<file path="config.mk">
export PLATFORM = sky130hd
export DESIGN_NAME = shared_adder_arbiter
export DESIGN_NICKNAME = d
export VERILOG_FILES = /design/src/rtl/shared_adder_arbiter.sv
export SDC_FILE = /design/constraint.sdc
export NUM_CORES = 1
export LEC_CHECK = 0
export BUFFER_PORTS_ARGS = -buffer_cell sky130_fd_sc_hd__buf_2
export CORE_MARGIN = 4
export CORE_UTILIZATION = 40
export CTS_BUF_LIST = sky130_fd_sc_hd__clkbuf_16
export DETAILED_ROUTE_END_ITERATION = 12
export GPL_TIMING_DRIVEN = 0
export PLACE_DENSITY_LB_ADDON = 0.3
export SYNTH_ARGS = -nofsm -noshare
export SYNTH_HDL_FRONTEND = slang
export SYNTH_SLANG_ARGS = --single-unit
</file>
<file path="constraint.sdc">
create_clock -name clk -period 2.55 [get_ports clk]
set_clock_uncertainty 0.15 [all_clocks]
set_input_delay 0.3825 -clock clk [delete_from_list [all_inputs] [get_ports clk]]
set_output_delay 0.3825 -clock clk [all_outputs]
set_load 0.02 [all_outputs]
</file>
<file path="src/rtl/shared_adder_arbiter.sv">
// shared_adder_arbiter: one WIDTH-bit adder shared by NUM_REQ clients
// round-robin grant, latched operands, result under valid/ready
module shared_adder_arbiter #(
  parameter int NUM_REQ = 4,
  parameter int WIDTH   = 8,
  parameter int ID_W    = 2
) (
  input  logic                     clk,
  input  logic                     rst_n,
  input  logic [NUM_REQ-1:0]       req,
  input  logic [NUM_REQ*WIDTH-1:0] a_in,
  input  logic [NUM_REQ*WIDTH-1:0] b_in,
  output logic [NUM_REQ-1:0]       gnt,
  output logic                     res_valid,
  input  logic                     res_ready,
  output logic [WIDTH-1:0]         res_sum,
  output logic                     res_carry,
  output logic [ID_W-1:0]          res_id,
  output logic                     busy
);

  typedef enum logic [1:0] {
    IDLE = 2'd0,
    CALC = 2'd1,
    DONE = 2'd2
  } state_t;

  state_t            state;
  logic [ID_W-1:0]   rr_ptr;
  logic [WIDTH-1:0]  a_r;
  logic [WIDTH-1:0]  b_r;
  logic [ID_W-1:0]   win;
  logic [ID_W:0]     k;
  logic              found;
  logic [ID_W-1:0]   nxt_ptr;

  // first requester at or after rr_ptr, wrapping modulo NUM_REQ
  always_comb begin
    win   = '0;
    found = 1'b0;
    k     = '0;
    for (int i = 0; i < NUM_REQ; i++) begin
      k = {1'b0, rr_ptr} + (ID_W+1)'(i);
      if (k >= (ID_W+1)'(NUM_REQ))
        k = k - (ID_W+1)'(NUM_REQ);
      if (!found && req[k[ID_W-1:0]]) begin
        found = 1'b1;
        win   = k[ID_W-1:0];
      end
    end
  end

  // pointer moves one past the requester just served
  always_comb begin
    nxt_ptr = res_id + 1'b1;
    if (res_id == ID_W'(NUM_REQ-1))
      nxt_ptr = '0;
  end

  // arbitration / add / handshake FSM with registered outputs
  always_ff @(posedge clk or negedge rst_n) begin
    if (!rst_n) begin
      state     <= IDLE;
      rr_ptr    <= '0;
      a_r       <= '0;
      b_r       <= '0;
      gnt       <= '0;
      res_valid <= 1'b0;
      res_sum   <= '0;
      res_carry <= 1'b0;
      res_id    <= '0;
      busy      <= 1'b0;
    end else begin
      case (state)
        IDLE: begin
          if (found) begin
            a_r    <= a_in[win*WIDTH +: WIDTH];
            b_r    <= b_in[win*WIDTH +: WIDTH];
            res_id <= win;
            gnt    <= NUM_REQ'(1) << win;
            busy   <= 1'b1;
            state  <= CALC;
          end
        end
        CALC: begin
          {res_carry, res_sum} <= {1'b0, a_r} + {1'b0, b_r};
          res_valid <= 1'b1;
          gnt       <= '0;
          state     <= DONE;
        end
        DONE: begin
          if (res_ready) begin
            res_valid <= 1'b0;
            rr_ptr    <= nxt_ptr;
            busy      <= 1'b0;
            state     <= IDLE;
          end
        end
        default: begin
          state <= IDLE;
          gnt   <= '0;
          busy  <= 1'b0;
        end
      endcase
    end
  end

endmodule

</file>
# --- After elaboration in Yosys (flattened, before gate mapping) ---
# Cells that the tools add are included.
# W data, S select, Z words.
totals:
  register_bits: 37
  output_inout_bits: 17
op_classes:
  n_addsub: 9
  order_cmp: 8
  n_eq_ne: 5
  n_shift: 3
  mux: 30
  bitwise: 2
  n_reduce_logical: 14
op_table:
  columns: ["operator", "count"]
  rows:
  - ["$shiftx A32 B6 Y8", 2]
  - ["$mux W2", 11]
  - ["$lt A2 B3 Y1 const B", 4]
  - ["$mux W1", 10]
  - ["$reduce_and A2 Y1", 5]
  - ["$add A8 B8 Y9", 1]
  - ["$ge A3 B3 Y1 const B", 3]
  - ["$bmux W1 S2", 4]
  - ["$pmux W4 S2", 1]
  - ["$sub A2 B1 Y2 const B", 4]
  - ["$add A2 B2 Y3 const B", 2]
  - ["$pmux W2 S3", 1]
  - ["$eq A2 B2 Y1 const B", 2]
  - ["$mux W4", 1]
  - ["$ne A2 B2 Y1 const B", 2]
  - ["$shl A1 B2 Y4 const A", 1]
  - ["$add A2 B1 Y3 const B", 1]
  - ["$ge A2 B3 Y1 const B", 1]
  - ["$logic_and A1 B1 Y1", 3]
  - ["$logic_not A1 Y1", 3]
  - ["$pmux W1 S3", 1]
  - ["$reduce_and A3 Y1", 1]
  - ["$add A2 B1 Y2 const B", 1]
  - ["$eq A2 B1 Y1 const B", 1]
  - ["other kinds (4)", 5]

# --- Logic depth before layout (Yosys ltp) ---
# Gate-level depths: netlist of run 1.
logic_depth:
  word_depth: 17
  depth_mapped: 8

# --- Least setup slack after synthesis of run 1 ---
# Ideal clock, no wire load.
synth_path:
  path_kind: "reg2reg"
  startpoint: "reg a_r[0]"
  endpoint: "reg res_sum[6]"
  setup_ps: 69
  arrival_time_ps: 1688
  required_ps: 2331
  slack_ps: 643
  path_stages_with_launch: 9
  path_buffers: 0
  cell_sequence: "dfrtp_1 ha_1 inv_1 fa_1 nor2b_1 o21ai_0 a21boi_1 or4_1 nand3_1"
synth_between:
  elab_chain_len: 1
synth_rtl:
  columns: ["item", "line_no", "rtl"]
  rows:
  - ["from (decl)", "30", "logic [WIDTH-1:0] a_r;"]
  - ["from (signal assigned)", "77", "a_r <= a_in[win*WIDTH +: WIDTH];"]
  - ["$add A8 B8 Y9", "86", "{res_carry, res_sum} <= {1'b0, a_r} + {1'b0, b_r};"]
  - ["to (signal assigned)", "86", null]
  - ["to (decl)", "16", "output logic [WIDTH-1:0] res_sum,"]
# No other way between the ends.
# A chain may end at the register's enable or synchronous reset.

# --- Final worst setup path of run 1 ---
# Same ends and word-level chain as after synthesis.

==> results of run 1 <==
-- final timing paths --
| kind | slack (ns) | endpoint | cells past startpoint |
|---|---|---|---|
| setup / recovery | 0.43 | res_sum[6] | 8 |
| max in group asynchronous | 1.70 | res_carry | 1 |
| min in group clk | 0.25 | state[1] | 4 |
| hold / removal | 0.04 | res_valid | 1 |
| setup reg to reg | 0.43 | res_sum[6] | 8 |
| hold reg to reg | 0.32 | res_sum[2] | 2 |
-- per-stage QoR --
step	total power, uW	hold slack, ns	utilization [%]	area (um^2)
finish	4020	0.0436	52.9	3200
global route	4410	0.121	52.9	3200
CTS	4070	0.0710	52.9	3200
detailed placement	3470	0.316	50.6	3070
global placement	3390	0.308	50.6	3070
floorplan	2820	-0.0631	-	2550
-- metal layers --
metal	wire length, um	global-route usage, %	part of all wire [%]	vias to the layer above
li1	-	-	-	1251
met1	3110	25.4	45	1144
met2	3280	30.9	48	62
met3	358	2.92	5.2	7
met4	95	5.86	1.4	0
met5	0	0	0	-
-- sequential cells by signal (all words and copies together), names as in the netlist --
name       flops
gnt            4
res_carry      1
state          2
res_id         2
res_sum        8
rr_ptr         2
b_r            8
a_r            8
busy           1
res_valid      1
-- area by class of cell --
| cell class | instances | area (um^2) |
|---|---|---|
| fill | 604 | 2860 |
| multi-input combinational | 214 | 1450 |
| sequential | 37 | 926 |
| timing repair buffer | 84 | 420 |
| buffer | 23 | 154 |
| clock buffer | 5 | 125 |
| tap | 75 | 93.8 |
| inverter | 7 | 26.3 |
| clock inverter | 2 | 11.3 |
-- kinds of logic (layout without fill, tap and decap cells) --
kind of cell	after synthesis	after routing	share of synthesized area, %
AND/OR/NAND/NOR	88	88	19.5
adder cells (fa/ha/maj)	10	10	5.19
flip-flops	37	37	36.3
buffers and inverters	30	121	7.06
AO/OA/AOI/OAI	112	112	30.5
multiplexers	2	2	0.882
XOR/XNOR	2	2	0.686
-- where the power goes --
group,leakage [uW],total [uW],internal (uW),switching (uW)
clock,0.0000633,574,352,222
sequential,0.000439,1050,889,165
combinational,0.000964,2390,1000,1390
-- cells in the final DEF, fill, tap and decap left out, drive strengths merged, types with 3 or more instances in the layout --
cell    Yosys  layout
nand4       3       3
inv         7       7
o22a        3       3
a221oi     13      13
nor2       21      21
a221o       3       3
nor3        5       5
a21oi      27      27
buf        19     103
dfrtp      37      37
o31a       13      13
nand2b      7       7
and4       13      13
nor2b       4       4
nand2      23      23
clkbuf      4       9
ha          9       9
o31ai       8       8
o21ai      29      29
==> impl_metrics.py, run 1 <==
metrics = {
    "outcome": {
        "status": "completed",
    },
    "sta": {
        "setup_tns_ns": 0,
        "setup_viol": 0,
        "min_period_ns": 2.12,
        "hold_viol_final": 0,
        "finalMaxSlewViolations": 0,
        "setup_slack_ns": 0.427,
        "max-slew-margin-rel_pct": 46.5,
        "min_period_over_period_pct": 83.3,
        "fmax_mhz": 471,
        "rsz0062_at_grt": "false",
        "worst_slew_pin_slew_ns": 0.803,
    },
    "detailed_routing": {
        "avgRoutedWirePerCell_um": 15.3,
        "drtPass1Iterations": 4,
        "route.vias.total": 2464,
        "antenna_left": 0,
        "drc": 0,
        "drt_wl_total_mm": 6.85,
        "drt_iter0_drc": 82,
        "via_per_inst": 5.51,
    },
    "floorplanning": {
        "dieWidth_um": 87.9,
        "coreArea_mm2": 0.00606,
        "start_util_pct": 42.1,
        "row_count": 28,
        "num_io_pins": 88,
        "die_area_mm2": 0.00773,
        "die_h_um": 87.9,
    },
    "clock_network": {
        "clkSinkCount": 37,
        "h-tree-depth": 2,
        "clk_pin_slew_ns": 0.05,
        "postCtsSetupBuffers": 0,
        "cts_tree": "built",
        "clk_latency_ns": 0.28,
        "cts_hold_buf": 0,
        "cts_resized": 0,
        "cts_root_buffer": "clkbuf_16",
        "clk_path_buf_depth": 2,
        "cts_buffers": 5,
    },
    "logic_synthesis": {
        "synth_seq_cells": 37,
        "yosysSeqAreaShare_pct": 36.3,
        "synth_top_area_share_pct": 36.3,
        "netlist_instances": 281,
        "yosys.cell_count.top_type": "dfrtp_1",
        "synth_warnings": 0,
        "yosys-top-cells-area": "dfrtp_1 (36%), o21ai_0 (5.7%), a21oi_1 (4.9%)",
        "syn-num-nets": 362,
        "ys_types": 53,
        "yosys.area.top_type": "dfrtp_1",
        "syn_area_mm2": 0.00255,
        "yosys-top-cells-count": "dfrtp_1 (37), o21ai_0 (29), a21oi_1 (25), nand2_1 (23), nor2_1 (21)",
        "synthArstFlopShare_pct": 100,
        "post_synth.cell_area_avg_um2": 9.09,
        "yosys_most_used_dff": "dfrtp_1",
        "synth_edf_count": 0,
    },
    "power": {
        "leakagePower_uw": 0.00147,
        "vdd_ir_drop_max_uv": 500,
        "powerDensity_mw_per_mm2": 1260,
    },
    "finish": {
        "drive_above_1_share_pct": 32.0,
        "synthToLayoutAreaGrowth_pct": 25.5,
        "antennaDiodeCount": 0,
        "nets": 453,
        "final_cell_count_no_fill": 447,
    },
    "worst_setup_path": {
        "cp_slowest_cell": "or4_1",
        "path_cells": "ha_1, inv_1, fa_1, nor2b_1, o21ai_0, a21boi_1, or4_1, nand3_1",
        "path_max_fanout": 4,
        "cpLargestDelayFamily": "simple AND/OR/NAND/NOR gates",
        "start_kind": "flip-flop",
        "cpPeakStageDelay_ns": 0.48,
        "arrival_ns": 2.19,
        "path_class": "flip-flop to flip-flop",
        "critical_path_required_ns": 2.61,
        "crit_buf_inv": 1,
        "end_kind": "flip-flop",
        "crit_start": "a_r[0]",
        "worst_r2r_startpoint": "a_r[0]",
    },
    "place": {
        "dp_slack_ns": 0.436,
        "gp_congestion": 0.815,
        "dp_cells": 440,
        "port_buffers": 84,
        "dpl.hpwl_mm": 5.54,
    },
    "grt": {
        "grt_pass1_vias": 2341,
        "grt_pass1_wl_mm": 11.3,
        "grt_max_degree": 38,
        "overflow": 0,
        "track_usage_pct": 18.8,
        "antenna_found_initial": 0,
    },
    "run": {
        "maxCapViolCount": 0,
    },
    "hold_path": {
        "holdCritPathClass": "input port to async pin",
    },
}
No activity file was read; power rests on OpenSTA's default activity.
==> run 2, diff against run 1 <==
==> constraint.sdc (replaced) <==
create_clock -name clk -period 2.02 [get_ports clk]
set_clock_uncertainty 0.15 [all_clocks]
set_input_delay 0.303 -clock clk [delete_from_list [all_inputs] [get_ports clk]]
set_output_delay 0.303 -clock clk [all_outputs]
set_load 0.02 [all_outputs]
==> run 2 against run 1 <==
  * Wire length increased by 0.36%
  * Critical endpoint is now res_carry
  * Worst setup slack got worse by 0.34 ns
  * First-iteration DRC count decreased by 29%
  * Non-clock buffer count increased by 2
==> impl_metrics.py, run 2 (synthesis results as in run 1) <==
metrics = {
    "place": {
        "gp_congestion": 0.815,
        "dp_cells": 440,
        "port_buffers": 84,
        "dpl_cell_area_mm2": 0.00307,
        "dpl.hpwl_mm": 5.54,
    },
    "detailed_routing": {
        "drtPass1Iterations": 4,
        "drt_wl_total_mm": 6.88,
        "antenna_left": 0,
        "drc": 0,
        "wl_met3_um": 356,
        "drt_iter0_drc": 58,
        "route.vias.total": 2474,
        "via_per_inst": 5.51,
        "wl_met1_mm": 3.16,
        "avgRoutedWirePerCell_um": 15.3,
        "wl_met2_mm": 3.26,
        "top_layer": "met4",
    },
    "sta": {
        "finalMaxSlewViolations": 0,
        "rsz0062_at_grt": "true",
        "setup_viol": 0,
        "max-slew-margin-rel_pct": 46.5,
        "fmax_mhz": 518,
        "min_period_ns": 1.93,
        "min_period_over_period_pct": 95.5,
        "hold_viol_final": 0,
        "worst_slew_pin_slew_ns": 0.803,
        "hold_ws_ns": 0.167,
        "setup_tns_ns": 0,
    },
    "grt": {
        "grt_max_degree": 38,
        "antenna_found_initial": 0,
        "grt_pass1_wl_mm": 11.3,
        "overflow": 0,
        "track_usage_pct": 18.8,
        "grt_pass1_vias": 2349,
    },
    "worst_setup_path": {
        "cpPeakStageDelay_ns": 0.39,
        "r2r_end": "res_carry",
        "path_class": "flip-flop to flip-flop",
        "cp_slowest_cell": "dfrtp_1",
        "end_kind": "flip-flop",
        "crit_buf_inv": 1,
        "worst_r2r_startpoint": "a_r[0]",
        "path_cells": "ha_2, inv_2, fa_2, nor2b_2, o21ai_2, a21boi_2, o311ai_0, a21oi_1",
        "path_max_fanout": 4,
        "cpLargestDelayFamily": "adder cells",
        "critical_path_required_ns": 2.07,
        "r2r_cells": 8,
        "arrival_ns": 1.98,
        "rrSetupSlack_ns": 0.09,
        "start_kind": "flip-flop",
    },
    "power": {
        "leakagePower_uw": 0.00148,
        "switching_share_pct": 44.2,
        "powerDensity_mw_per_mm2": 1600,
        "internal-power_uw": 2910,
        "vdd_ir_drop_max_uv": 638,
        "power.share.clock_pct": 13.9,
        "pwr-share-comb_pct": 60.5,
        "power_frac_seq_pct": 25.5,
        "p_switching_uw": 2300,
    },
    "finish": {
        "stdcell_area_mm2": 0.00325,
        "seqCellArea_um2": 926,
        "reg_top3": "a_r x8, b_r x8, res_sum x8",
        "fillerInstances": 596,
        "drive_above_1_share_pct": 34.5,
        "antennaDiodeCount": 0,
        "mostFrequentLayoutCell": "buf_2",
        "final_cell_count_no_fill": 449,
        "synthToLayoutAreaGrowth_pct": 27.4,
        "nets": 455,
        "final_cell_mix": "buf_2 (90), dfrtp_1 (37), o21ai_0 (27), a21oi_1 (24), nand2_1 (23)",
        "multi_input_area_mm2": 0.00148,
    },
    "clock_network": {
        "clk_path_buf_depth": 2,
        "cts_tree": "built",
        "cts_buffers": 5,
        "cts_root_buffer": "clkbuf_16",
        "clkSinkCount": 37,
        "clk_pin_slew_ns": 0.05,
        "h-tree-depth": 2,
        "clk_latency_ns": 0.28,
    },
    "hold_path": {
        "min-delay-start": "res_ready",
        "min_to": "state[1]",
        "holdCritPathClass": "input port to flip-flop",
        "hold_depth": 4,
    },
    "floorplanning": {
        "coreArea_mm2": 0.00606,
        "die_area_mm2": 0.00773,
        "row_count": 28,
        "start_util_pct": 42.1,
        "dieWidth_um": 87.9,
        "die_h_um": 87.9,
        "num_io_pins": 88,
    },
    "outcome": {
        "status": "completed",
    },
    "run": {
        "maxCapViolCount": 0,
    },
}
==> run 2: layout make-up <==
type	count	area share (%)
flip-flops and latches	37	28.5
repair buffers	86	13.5
well taps	75	2.88
multi-input cells	214	45.5
plain buffers	23	4.73
clock inverters	2	0.346
clock buffers	5	3.84
inverters	7	0.807
==> run 2: power by group through the flow <==
stage | Clock [uW] | Combinational (uW) | Sequential (uW)
after global routing | 774 | 3550 | 1380
after detailed placement | 0 | 3040 | 1350
after CTS | 749 | 3080 | 1340
final | 726 | 3150 | 1330
after global placement | 0 | 2940 | 1340
after floorplan | 0 | 2060 | 1490
==> run 2: metrics by stage <==
step                      utilization, %  worst slack [ns]  power, uW
after floorplan                        -             0.113       3550
after global placement              50.6           -0.0458       4280
after detailed placement            50.6           -0.0940       4380
after CTS                           53.2            0.0158       5170
after global routing                53.7           -0.0264       5700
final                               53.7            0.0899       5210
==> run 2: worst max-delay path by stage <==
stage,cells after the start,from,end,slack (ns)
2_1_floorplan,8,a_r[0],res_sum[6],0.11
3_3_place_gp,8,a_r[0],res_sum[6],-0.05
6_report,8,a_r[0],res_carry,0.09
4_1_cts,8,a_r[0],res_carry,0.02
5_1_grt,8,a_r[0],res_carry,-0.03
3_5_place_dp,8,a_r[0],res_sum[6],-0.09
==> run 2: metal layers <==
metal / track usage [%] / up-vias
met5: 0 / -
met4: 5.86 / 0
met3: 2.82 / 7
met2: 31.0 / 69
met1: 25.5 / 1143
li1: - / 1255
==> run 2: repair_timing <==
item	4_1_cts	5_1_grt
hold endpoints to repair	37	0
setup endpoints to repair	2	6
buffers inserted	0	1
resized for setup	3	8
hold buffers	1	0
pin swaps	0	5
==> run 2: worst reg2reg max path: stages (launching register included) <==
cell and delay [ns]:
dfrtp_1 0.39, ha_2 0.22, inv_2 0.04, fa_2 0.36
nor2b_2 0.13, o21ai_2 0.08, a21boi_2 0.19, o311ai_0 0.14
a21oi_1 0.16
==> run 3, diff against run 2 <==
--- a/config.mk
+++ b/config.mk
@@ -7,7 +7,7 @@
 export LEC_CHECK = 0
 export BUFFER_PORTS_ARGS = -buffer_cell sky130_fd_sc_hd__buf_2
 export CORE_MARGIN = 4
-export CORE_UTILIZATION = 40
+export CORE_UTILIZATION = 51
 export CTS_BUF_LIST = sky130_fd_sc_hd__clkbuf_16
 export DETAILED_ROUTE_END_ITERATION = 12
 export GPL_TIMING_DRIVEN = 0
==> run 3 against run 2 <==
  * Cell area is 0.27% lower
  * Total power rose by 0.86%
  * Largest power group unchanged
  * Sequential power barely moved
  * Combinational power up 1%
  * Sequential share of layout area rose by 0.077 points
  * Utilization rose by 14 points
  * Largest cell class unchanged
  * First-iteration DRC count grew 120%
==> impl_metrics.py, run 3 (synthesis results as in run 1) <==
metrics = {
    "hold_path": {
        "holdCritPathClass": "input port to flip-flop",
        "hold_depth": 4,
    },
    "clock_network": {
        "h-tree-depth": 2,
        "clkSinkCount": 37,
        "clk_pin_slew_ns": 0.05,
        "clk_path_buf_depth": 2,
        "cts_buffers": 5,
        "cts_tree": "built",
        "clk_latency_ns": 0.28,
        "cts_root_buffer": "clkbuf_16",
    },
    "finish": {
        "antennaDiodeCount": 0,
        "reg_top3": "a_r x8, b_r x8, res_sum x8",
        "final_cell_mix": "buf_2 (90), dfrtp_1 (37), o21ai_0 (27), nand2_1 (23), a21oi_1 (22)",
        "final_cell_count_no_fill": 441,
        "drive_above_1_share_pct": 34.5,
        "synthToLayoutAreaGrowth_pct": 27.1,
        "mostFrequentLayoutCell": "buf_2",
        "nets": 455,
    },
    "power": {
        "powerDensity_mw_per_mm2": 1620,
        "leakagePower_uw": 0.00148,
        "power.total_uw": 5250,
        "vdd_ir_drop_max_uv": 627,
    },
    "place": {
        "dpl.hpwl_mm": 5.37,
        "port_buffers": 84,
        "dp_slack_ns": -0.106,
        "gp_congestion": 0.812,
        "dp_cells": 432,
    },
    "grt": {
        "antenna_found_initial": 0,
        "grt_max_degree": 38,
        "grt_pass1_wl_mm": 11.3,
        "grt_pass1_vias": 2442,
        "track_usage_pct": 23.0,
        "overflow": 0,
    },
    "worst_setup_path": {
        "end_kind": "flip-flop",
        "cp_slowest_cell": "or4_1",
        "path_cells": "ha_2, inv_2, fa_2, nor2b_1, o21ai_2, a21boi_2, or4_1, nand3_1",
        "arrival_ns": 1.99,
        "start_kind": "flip-flop",
        "critical_path_required_ns": 2.09,
        "path_max_fanout": 3,
        "r2r_cells": 8,
        "cpPeakStageDelay_ns": 0.42,
        "path_class": "flip-flop to flip-flop",
    },
    "detailed_routing": {
        "drc": 0,
        "antenna_left": 0,
        "avgRoutedWirePerCell_um": 15.9,
        "drt_iter0_drc": 129,
        "via_per_inst": 5.87,
        "route.vias.total": 2587,
        "drt_wl_total_mm": 7.02,
        "drtPass1Iterations": 4,
    },
    "sta": {
        "fmax_mhz": 519,
        "setup_tns_ns": 0,
        "rsz0062_at_grt": "true",
        "min_period_ns": 1.93,
        "min_period_over_period_pct": 95.3,
        "max-slew-margin-rel_pct": 47.7,
        "finalMaxSlewViolations": 0,
        "setup_slack_ns": 0.0940,
        "worst_slew_pin_slew_ns": 0.785,
        "hold_viol_final": 0,
        "setup_viol": 0,
    },
    "floorplanning": {
        "coreArea_mm2": 0.00479,
        "dieWidth_um": 78.8,
        "row_count": 25,
        "start_util_pct": 53.4,
        "die_area_mm2": 0.00620,
        "die_h_um": 78.8,
        "num_io_pins": 88,
    },
    "run": {
        "maxCapViolCount": 0,
    },
    "outcome": {
        "status": "completed",
    },
}
[run 3: cell count changes in the layout (fill, tap and decap cells not counted), sizes merged]
cell / change
inv: +1
clkinvlp: -1
[run 3: through the flow]
step / util, % / hold WS [ns] / instance area (um^2)
5_1_grt: 67.8 / 0.210 / 3250
3_5_place_dp: 63.9 / 0.276 / 3060
4_1_cts: 67.0 / 0.172 / 3210
3_3_place_gp: 63.9 / 0.282 / 3060
2_1_floorplan: - / -0.143 / 2550
6_report: 67.8 / 0.173 / 3250
[run 3: critical path, delay by kind of cell (launching register included)]
family                   cells  cell delay (ns)
AND/OR/NAND/NOR              3             0.58
adder cells (fa/ha/maj)      2             0.41
AO/OA/AOI/OAI                2             0.25
buffers and inverters        1             0.06
flip-flops                   1             0.41
[run 3: layout make-up]
| type | instances | area [um^2] |
|---|---|---|
| buffer | 23 | 154 |
| clock buffer | 5 | 125 |
| clock inverter | 2 | 7.51 |
| fill | 404 | 1540 |
| inverter | 7 | 26.3 |
| multi-input combinational | 214 | 1490 |
| sequential | 37 | 926 |
| tap | 67 | 83.8 |
| timing repair buffer | 86 | 438 |
[run 3: final timing paths]
path | to | startpoint | slack [ns]
min in group asynchronous | res_sum[2] | rst_n | 0.50
worst min register to register | res_sum[5] | res_sum[5] | 0.32
worst min-delay path | state[1] | res_ready | 0.17
worst max register to register | res_sum[6] | a_r[0] | 0.09
max in group asynchronous | a_r[2] | rst_n | 0.73
worst max-delay path | res_sum[6] | a_r[0] | 0.09
[run 3: timing repair]
item	in CTS	in global routing
pin swaps	0	4
cloned	0	0
endpoints found under the setup margin	2	10
setup buffers	0	1
hold buffers	1	0
hold endpoints to repair	37	0
resized for setup	3	9
[run 3: routing by layer]
layer / wire length (um) / GRT usage (%) / share of wire [%]
met2: 3480 / 38.5 / 50
met1: 2880 / 28.5 / 41
met4: 170 / 8.57 / 2.4
met5: 0 / 0 / 0
met3: 480 / 5.67 / 6.8
[run 3: report_power, final]
| part | internal (uW) | switching, uW |
|---|---|---|
| Combinational | 1340 | 1850 |
| Sequential | 1120 | 227 |
| Clock | 441 | 276 |
